`src/rtl/spi_master_core.sv`:
```
// -----------------------------------------------------------------------------
// spi_master_core
//   Parametrised SPI master engine for the AXI-to-SPI bridge. Runs bursts of
//   1..2^BURST_W words of length DATA_W/4 .. DATA_W bits to one of NUM_CS
//   active-low slaves. Supports SPI modes 0-3 and four SCK rates. The CS
//   setup, CS hold and inter-frame gap lengths are programmable.
//
// Ports
//   CLK, RST                system clock (rising edge), async active-low reset
//   start_in                transfer request, honoured only while idle
//   cs_sel_in               slave index; out-of-range selects no CS_n line
//   spi_mode_in             {CPOL, CPHA}
//   sck_speed_in            SCK half-period = 2^(sck_speed_in+1) CLK cycles
//   word_len_in             word length = (word_len_in+1)*DATA_W/4 bits
//   burst_len_in            words per transfer minus one
//   IFG_in/CS_SCK_in/SCK_CS_in  phase lengths in CLK cycles (0 treated as 1)
//   mosi_data_in            next word to send, right-aligned
//   mosi_ready_out          pulse: word latched, next word may be presented
//   busy_out                transfer in progress (includes trailing IFG)
//   miso_data_out           last received word, right-aligned, zero-extended
//   miso_valid_out          pulse when miso_data_out updates
//   SCK, MOSI, MISO, CS_n   SPI pins
// -----------------------------------------------------------------------------
module spi_master_core #(
   parameter int unsigned DATA_W  = 32,
   parameter int unsigned NUM_CS  = 4,
   parameter int unsigned DLY_W   = 8,
   parameter int unsigned BURST_W = 4,
   localparam int unsigned CS_W   = (NUM_CS > 1) ? $clog2(NUM_CS) : 1
) (
   input  logic               CLK,
   input  logic               RST,
   input  logic               start_in,
   input  logic [CS_W-1:0]    cs_sel_in,
   input  logic [1:0]         spi_mode_in,
   input  logic [1:0]         sck_speed_in,
   input  logic [1:0]         word_len_in,
   input  logic [BURST_W-1:0] burst_len_in,
   input  logic [DLY_W-1:0]   IFG_in,
   input  logic [DLY_W-1:0]   CS_SCK_in,
   input  logic [DLY_W-1:0]   SCK_CS_in,
   input  logic [DATA_W-1:0]  mosi_data_in,
   output logic               mosi_ready_out,
   output logic               busy_out,
   output logic [DATA_W-1:0]  miso_data_out,
   output logic               miso_valid_out,
   output logic               SCK,
   output logic               MOSI,
   input  logic               MISO,
   output logic [NUM_CS-1:0]  CS_n
);

   localparam int unsigned Q    = DATA_W / 4;
   localparam int unsigned BC_W = (DATA_W > 1) ? $clog2(DATA_W) : 1;

   typedef enum logic [2:0] {
      ST_IDLE,
      ST_CS_SETUP,
      ST_XFER,
      ST_CS_HOLD,
      ST_IFG
   } state_t;

   state_t              state_q, state_d;
   logic                cpol_q, cpol_d;
   logic                cpha_q, cpha_d;
   logic [1:0]          spd_q, spd_d;
   logic [1:0]          wlen_q, wlen_d;
   logic [BURST_W:0]    words_q, words_d;
   logic [CS_W-1:0]     sel_q, sel_d;
   logic [DLY_W-1:0]    ifg_q, ifg_d;
   logic [DLY_W-1:0]    cssck_q, cssck_d;
   logic [DLY_W-1:0]    sckcs_q, sckcs_d;
   logic [DLY_W-1:0]    cnt_q, cnt_d;
   logic [3:0]          hcnt_q, hcnt_d;
   logic                half_q, half_d;
   logic [BC_W-1:0]     bitc_q, bitc_d;
   logic [DATA_W-1:0]   tx_q, tx_d;
   logic [DATA_W-1:0]   rx_q, rx_d;
   logic                sck_q, sck_d;
   logic [NUM_CS-1:0]   csn_q, csn_d;
   logic                busy_q, busy_d;
   logic                rdy_q, rdy_d;
   logic                mvalid_q, mvalid_d;
   logic [DATA_W-1:0]   mdata_q, mdata_d;

   logic [BC_W-1:0]     len_m1;
   logic [3:0]          half_m1;

   // Phase length minus one, with zero treated as a one-cycle phase.
   function automatic logic [DLY_W-1:0] dly_m1(input logic [DLY_W-1:0] d);
      return (d == '0) ? '0 : d - 1'b1;
   endfunction

   // Left-align the active L bits so MOSI is always the shift register MSB;
   // bits above L fall off the top.
   function automatic logic [DATA_W-1:0] align_word(input logic [DATA_W-1:0] d,
                                                    input logic [1:0] wl);
      return d << ((32'd3 - 32'(wl)) * Q);
   endfunction

   function automatic logic [NUM_CS-1:0] cs_decode(input logic [CS_W-1:0] s);
      logic [NUM_CS-1:0] m;
      m = '1;
      for (int unsigned i = 0; i < NUM_CS; i++) begin
         if (32'(s) == i) m[i] = 1'b0;
      end
      return m;
   endfunction

   assign len_m1  = BC_W'((32'(wlen_q) + 32'd1) * Q - 32'd1);
   assign half_m1 = 4'((32'd2 << spd_q) - 32'd1);

   always_comb begin
      state_d  = state_q;
      cpol_d   = cpol_q;
      cpha_d   = cpha_q;
      spd_d    = spd_q;
      wlen_d   = wlen_q;
      words_d  = words_q;
      sel_d    = sel_q;
      ifg_d    = ifg_q;
      cssck_d  = cssck_q;
      sckcs_d  = sckcs_q;
      cnt_d    = cnt_q;
      hcnt_d   = hcnt_q;
      half_d   = half_q;
      bitc_d   = bitc_q;
      tx_d     = tx_q;
      rx_d     = rx_q;
      sck_d    = sck_q;
      mdata_d  = mdata_q;
      mvalid_d = 1'b0;
      rdy_d    = 1'b0;
      busy_d   = 1'b0;
      csn_d    = '1;

      case (state_q)
         ST_IDLE: begin
            sck_d = cpol_q;
            if (start_in) begin
               cpol_d  = spi_mode_in[1];
               cpha_d  = spi_mode_in[0];
               spd_d   = sck_speed_in;
               wlen_d  = word_len_in;
               sel_d   = cs_sel_in;
               ifg_d   = IFG_in;
               cssck_d = CS_SCK_in;
               sckcs_d = SCK_CS_in;
               words_d = (BURST_W+1)'(burst_len_in) + 1'b1;
               cnt_d   = dly_m1(CS_SCK_in);
               tx_d    = align_word(mosi_data_in, word_len_in);
               rx_d    = '0;
               sck_d   = spi_mode_in[1];
               state_d = ST_CS_SETUP;
            end
         end

         ST_CS_SETUP: begin
            if (cnt_q == '0) begin
               hcnt_d  = half_m1;
               half_d  = 1'b0;
               bitc_d  = '0;
               state_d = ST_XFER;
            end else begin
               cnt_d = cnt_q - 1'b1;
            end
         end

         ST_XFER: begin
            if (hcnt_q != '0) begin
               hcnt_d = hcnt_q - 1'b1;
            end else begin
               hcnt_d = half_m1;
               sck_d  = ~sck_q;
               if (!half_q) begin
                  // Leading edge. With CPHA=1 the first bit is already on
                  // MOSI from the word load, so only later bits shift here.
                  half_d = 1'b1;
                  if (!cpha_q) begin
                     rx_d = {rx_q[DATA_W-2:0], MISO};
                  end else if (bitc_q != '0) begin
                     tx_d = tx_q << 1;
                  end
               end else begin
                  // Trailing edge. The final one returns SCK to CPOL and
                  // ends the word; MOSI is left holding the last bit.
                  half_d = 1'b0;
                  if (cpha_q) rx_d = {rx_q[DATA_W-2:0], MISO};
                  if (bitc_q == len_m1) begin
                     cnt_d   = dly_m1(sckcs_q);
                     state_d = ST_CS_HOLD;
                  end else begin
                     bitc_d = bitc_q + 1'b1;
                     if (!cpha_q) tx_d = tx_q << 1;
                  end
               end
            end
         end

         ST_CS_HOLD: begin
            if (cnt_q == '0) begin
               cnt_d   = dly_m1(ifg_q);
               state_d = ST_IFG;
            end else begin
               cnt_d = cnt_q - 1'b1;
            end
         end

         ST_IFG: begin
            if (cnt_q == '0) begin
               if (words_q == '0) begin
                  state_d = ST_IDLE;
               end else begin
                  cnt_d   = dly_m1(cssck_q);
                  tx_d    = align_word(mosi_data_in, wlen_q);
                  rx_d    = '0;
                  state_d = ST_CS_SETUP;
               end
            end else begin
               cnt_d = cnt_q - 1'b1;
            end
         end

         default: state_d = ST_IDLE;
      endcase

      // Registered outputs are decoded from the next state so they line up
      // with the state they describe.
      rdy_d  = (state_d == ST_CS_SETUP) && (state_q != ST_CS_SETUP);
      busy_d = (state_d != ST_IDLE);
      if ((state_d == ST_CS_HOLD) && (state_q == ST_XFER)) begin
         mvalid_d = 1'b1;
         mdata_d  = rx_d;
         words_d  = words_q - 1'b1;
      end
      if ((state_d == ST_CS_SETUP) || (state_d == ST_XFER) || (state_d == ST_CS_HOLD)) begin
         csn_d = cs_decode(sel_d);
      end
   end

   always_ff @(posedge CLK or negedge RST) begin
      if (!RST) begin
         state_q  <= ST_IDLE;
         cpol_q   <= 1'b0;
         cpha_q   <= 1'b0;
         spd_q    <= '0;
         wlen_q   <= '0;
         words_q  <= '0;
         sel_q    <= '0;
         ifg_q    <= '0;
         cssck_q  <= '0;
         sckcs_q  <= '0;
         cnt_q    <= '0;
         hcnt_q   <= '0;
         half_q   <= 1'b0;
         bitc_q   <= '0;
         tx_q     <= '0;
         rx_q     <= '0;
         sck_q    <= 1'b0;
         csn_q    <= '1;
         busy_q   <= 1'b0;
         rdy_q    <= 1'b0;
         mvalid_q <= 1'b0;
         mdata_q  <= '0;
      end else begin
         state_q  <= state_d;
         cpol_q   <= cpol_d;
         cpha_q   <= cpha_d;
         spd_q    <= spd_d;
         wlen_q   <= wlen_d;
         words_q  <= words_d;
         sel_q    <= sel_d;
         ifg_q    <= ifg_d;
         cssck_q  <= cssck_d;
         sckcs_q  <= sckcs_d;
         cnt_q    <= cnt_d;
         hcnt_q   <= hcnt_d;
         half_q   <= half_d;
         bitc_q   <= bitc_d;
         tx_q     <= tx_d;
         rx_q     <= rx_d;
         sck_q    <= sck_d;
         csn_q    <= csn_d;
         busy_q   <= busy_d;
         rdy_q    <= rdy_d;
         mvalid_q <= mvalid_d;
         mdata_q  <= mdata_d;
      end
   end

   assign SCK            = sck_q;
   assign MOSI           = tx_q[DATA_W-1];
   assign CS_n           = csn_q;
   assign busy_out       = busy_q;
   assign mosi_ready_out = rdy_q;
   assign miso_valid_out = mvalid_q;
   assign miso_data_out  = mdata_q;

endmodule

```
`config.mk`:
```
export PLATFORM = sky130hd
export DESIGN_NAME = spi_master_core
export DESIGN_NICKNAME = d
export VERILOG_FILES = /design/src/rtl/spi_master_core.sv
export SDC_FILE = /design/constraint.sdc
export NUM_CORES = 1
export LEC_CHECK = 0
export ABC_AREA = 0
export CORE_UTILIZATION = 57
export CTS_CLUSTER_SIZE = 24
export DETAILED_ROUTE_END_ITERATION = 8
export GPL_TIMING_DRIVEN = 0
export PLACE_DENSITY_LB_ADDON = 0.1
export SYNTH_ARGS = -nofsm -noshare
export SYNTH_HDL_FRONTEND = slang
export SYNTH_SLANG_ARGS = --single-unit
```
`constraint.sdc`:
```
create_clock -name CLK -period 3.75 [get_ports CLK]
set_input_delay 0.75 -clock CLK [delete_from_list [all_inputs] [get_ports CLK]]
set_output_delay 0.75 -clock CLK [all_outputs]
set_load 0.01 [all_outputs]
```
==> flow_summary.ini <==
[route]
drtPass1Iterations = 5
dr.first_iter.drc_count = 648
totalWireLength_microns = 21200
num_vias = 7006
post_drt_via_cell_ratio = 6.07
antenna_left = 0
detail_route.drc_violations = 0
wire_per_inst_microns = 18.3

[worst_setup_path]
crit_arrival_ps = 3390
setup.worst_path.class = primary input to flip-flop
reg2regPathDepth = 9
critPathBufInv = 3
crit_fanout = 10
endpoint_kind = flip-flop
startpoint_type = primary input
timing.critical_path.max_delay_family = buffers and inverters
crit_path_max_incr_delay_ps = 640
worstPathRequired_ps = 4120
cp_num_cells = 7
worstPathCellList = clkdlybuf4s50_1 > nand2b_1 > nor3_1 > clkbuf_1 > clkbuf_1 > nand2_1 > nand2_1
crit_path_start = start_in
slowest_stage = nor3_1
rr_startpoint = cnt_q[0]

[run_status]
outcome = complete, no violations

[logic_synthesis]
synth_area_sq_um = 8190
asyncSetResetFlopFracSynth_pct = 100
share_of_synthesized_cell_area_in_full_adder_half_adder_and_majority_cells_pct = 2.29
post_synth_xor_area_fraction_pct = 2.03
fraction_of_the_mapped_netlist_area_in_simple_logic_gates_pct = 17.4
synth-edff-count = 0
post_synth.cell_area_avg_sq_um = 9.84
synth_area_in_compound_gates_pct = 17.4
ys_dominant_reg_cell = dfrtp_1
synth.distinct_cells = 60
synth_top_family_by_area = simple AND/OR/NAND/NOR gates
synth.ff_latch_count = 162
synthCells = 832
seq_area_frac_synth_pct = 49.6
synth.net_count = 919
post_synth_mux_area_share_pct = 7.29
yosys_warnings = 0

[place]
port_buffers = 110
gpl.final_weighted_congestion = 0.900
dp_slack_ps = 285
post-place-cells = 1123
place.detailed.hpwl_microns = 15000

[timing]
hold_viol_final = 0
worst_pin_slew_ps = 781
rsz0062_at_grt = no
fin_setup_tns_ps = 0
fmaxAchievable_ghz = 0.331
post-route-period-util_pct = 80.5
finalWorstPathRequiredPeriod_ps = 3020
finalClockSkew_ps = 15.6
drv_slew = 0
slew-limit-headroom_pct = 46.4
setup_slack_ps = 733
finalSetupViolCount = 0

[global_route]
number_of_antenna_violations_at_the_first_check_in_global_routing = 0
wire_length_of_the_first_global_routing_pass_microns = 34500
first_global_vias = 6953
groute.usage.overall_pct = 30.1
globalRouteOverflowTotal = 0
grt_max_degree = 96

[final_layout]
area_growth_syn_to_layout_pct = 24.3
n_antenna_cell = 0
fraction_of_layout_cells_with_a_size_suffix_above_1_pct = 12.1
instances_no_fill = 1155
layout.cells.most_common_list = dfrtp_1, nand2_1, clkdlybuf4s50_1, o21ai_0, mux2_2
mostFrequentLayoutCell = dfrtp_1
nFillCells = 1004
fin_nets = 1049

[cts]
htree_levels = 4
max-clock-path-buffers = 2
tritoncts_num_sinks = 162
cts_resized = 0
holdBufCountCts = 0
cts_inserted_buffers = 17
clock_tree_from_tritoncts = yes
postCtsSetupRepairBufs = 0
clk_root_buffer_cell = clkbuf_16
path_clk_slew_ps = 70
clock_latency_at_the_later_pin_of_the_worst_skew_pair_ps = 440

[run]
max-cap-violations = 0

[die]
core_region_area_sq_um = 13900
dieHeight_microns = 122
start_util_pct = 58.8
die_area_sq_um = 14800
die_x_microns = 122
io-pin-count = 113
std_cell_rows = 43

[power_and_ir_drop]
cellPowerDensity_nw_per_um2 = 386
p_leak_nw = 4.53
peakVddDrop_v = 0.000467

[worst_hold_path]
type_of_the_tightest_min_delay_check = primary input to async pin
final timing paths:
path	end	slack [ps]
max in group asynchronous	rx_q[2]	2570
worst max register to register	cnt_q[3]	880
worst min-delay path	sckcs_q[2]	300
worst max-delay path	ifg_q[4]	730
worst min register to register	tx_q[11]	480
min in group CLK	tx_q[11]	480
cell type report:
class                           count  area (sq um)  area share [%]
Sequential cell                   162          4060            39.9
Tap cell                          180           225            2.21
Buffer                             46           228            2.24
Multi-Input combinational cell    597          3800            37.3
Clock inverter                     15           211            2.08
Inverter                           27           101           0.996
Timing Repair Buffer              111          1130            11.1
Clock buffer                       17           425            4.18
synth_stat cells (all sizes together), types with 4 or more instances:
master	count	area (sq um)
nand3b	5	37.5
a22o	33	289
xnor2	7	61.3
a221o	8	80.1
xor2	12	105
nor3	20	100
dfrtp	158	3950
nand2b	9	56.3
clkbuf	23	86.3
or4	4	30.0
nor2b	12	75.1
o31ai	8	60.1
nor3b	7	57.6
a22oi	16	120
or2	4	25.0
nor2	35	139
or3b	4	35.0
a21oi	25	125
nand2	151	569
or3	12	75.1
mux2i	10	113
buf	23	141
a31oi	5	31.3
a211oi	10	75.1
nand3	10	55.1
nor4	12	90.1
o22ai	23	144
dfstp	4	105
mux2	43	484
o21ai	68	340
ha	15	188
inv	27	101
power by group:
group,internal [mW],leakage (nW),switching [mW],total (mW)
Clock,1.03,0.312,0.829,1.86
Combinational,0.136,2.07,0.146,0.283
Sequential,1.77,2.15,0.0225,1.79
registers in the layout (all words and copies together) (netlist names), 2 cells and up:
name,cells
state_q,3
sckcs_q,8
bitc_q,5
ifg_q,8
tx_q,32
rx_q,32
hcnt_q,4
words_q,5
spd_q,2
wlen_q,2
miso_data_out,32
cnt_q,8
cssck_q,8
sel_q,2
CS_n,4
layer usage:
layer / part of all wire, % / routed length, microns / GRT usage, % / vias to the layer above
li1: - / - / - / 3256
met1: 41 / 8780 / 37.9 / 3438
met2: 50 / 10600 / 50.5 / 265
met3: 6.2 / 1310 / 6.84 / 47
met4: 2.2 / 473 / 11.3 / 0
met5: 0 / 0 / 0 / -
kinds of logic after synthesis:
family                   after synthesis
buffers and inverters                 73
multiplexers                          53
flip-flops                           162
XOR/XNOR                              19
adder cells (fa/ha/maj)               15
AND/OR/NAND/NOR                      296
AO/OA/AOI/OAI                        214
metrics by stage:
| step | instance area, sq um | power, mW | hold slack, ps | util, % |
|---|---|---|---|---|
| floorplan | 8190 | 1.94 | 449 | - |
| global route | 10200 | 4.05 | 352 | 73.0 |
| finish | 10200 | 3.93 | 304 | 73.0 |
| global placement | 9510 | 2.09 | 462 | 68.3 |
| CTS | 10200 | 3.95 | 322 | 73.0 |
| detailed placement | 9540 | 2.10 | 471 | 68.5 |
(Power assumes the default switching activity.)
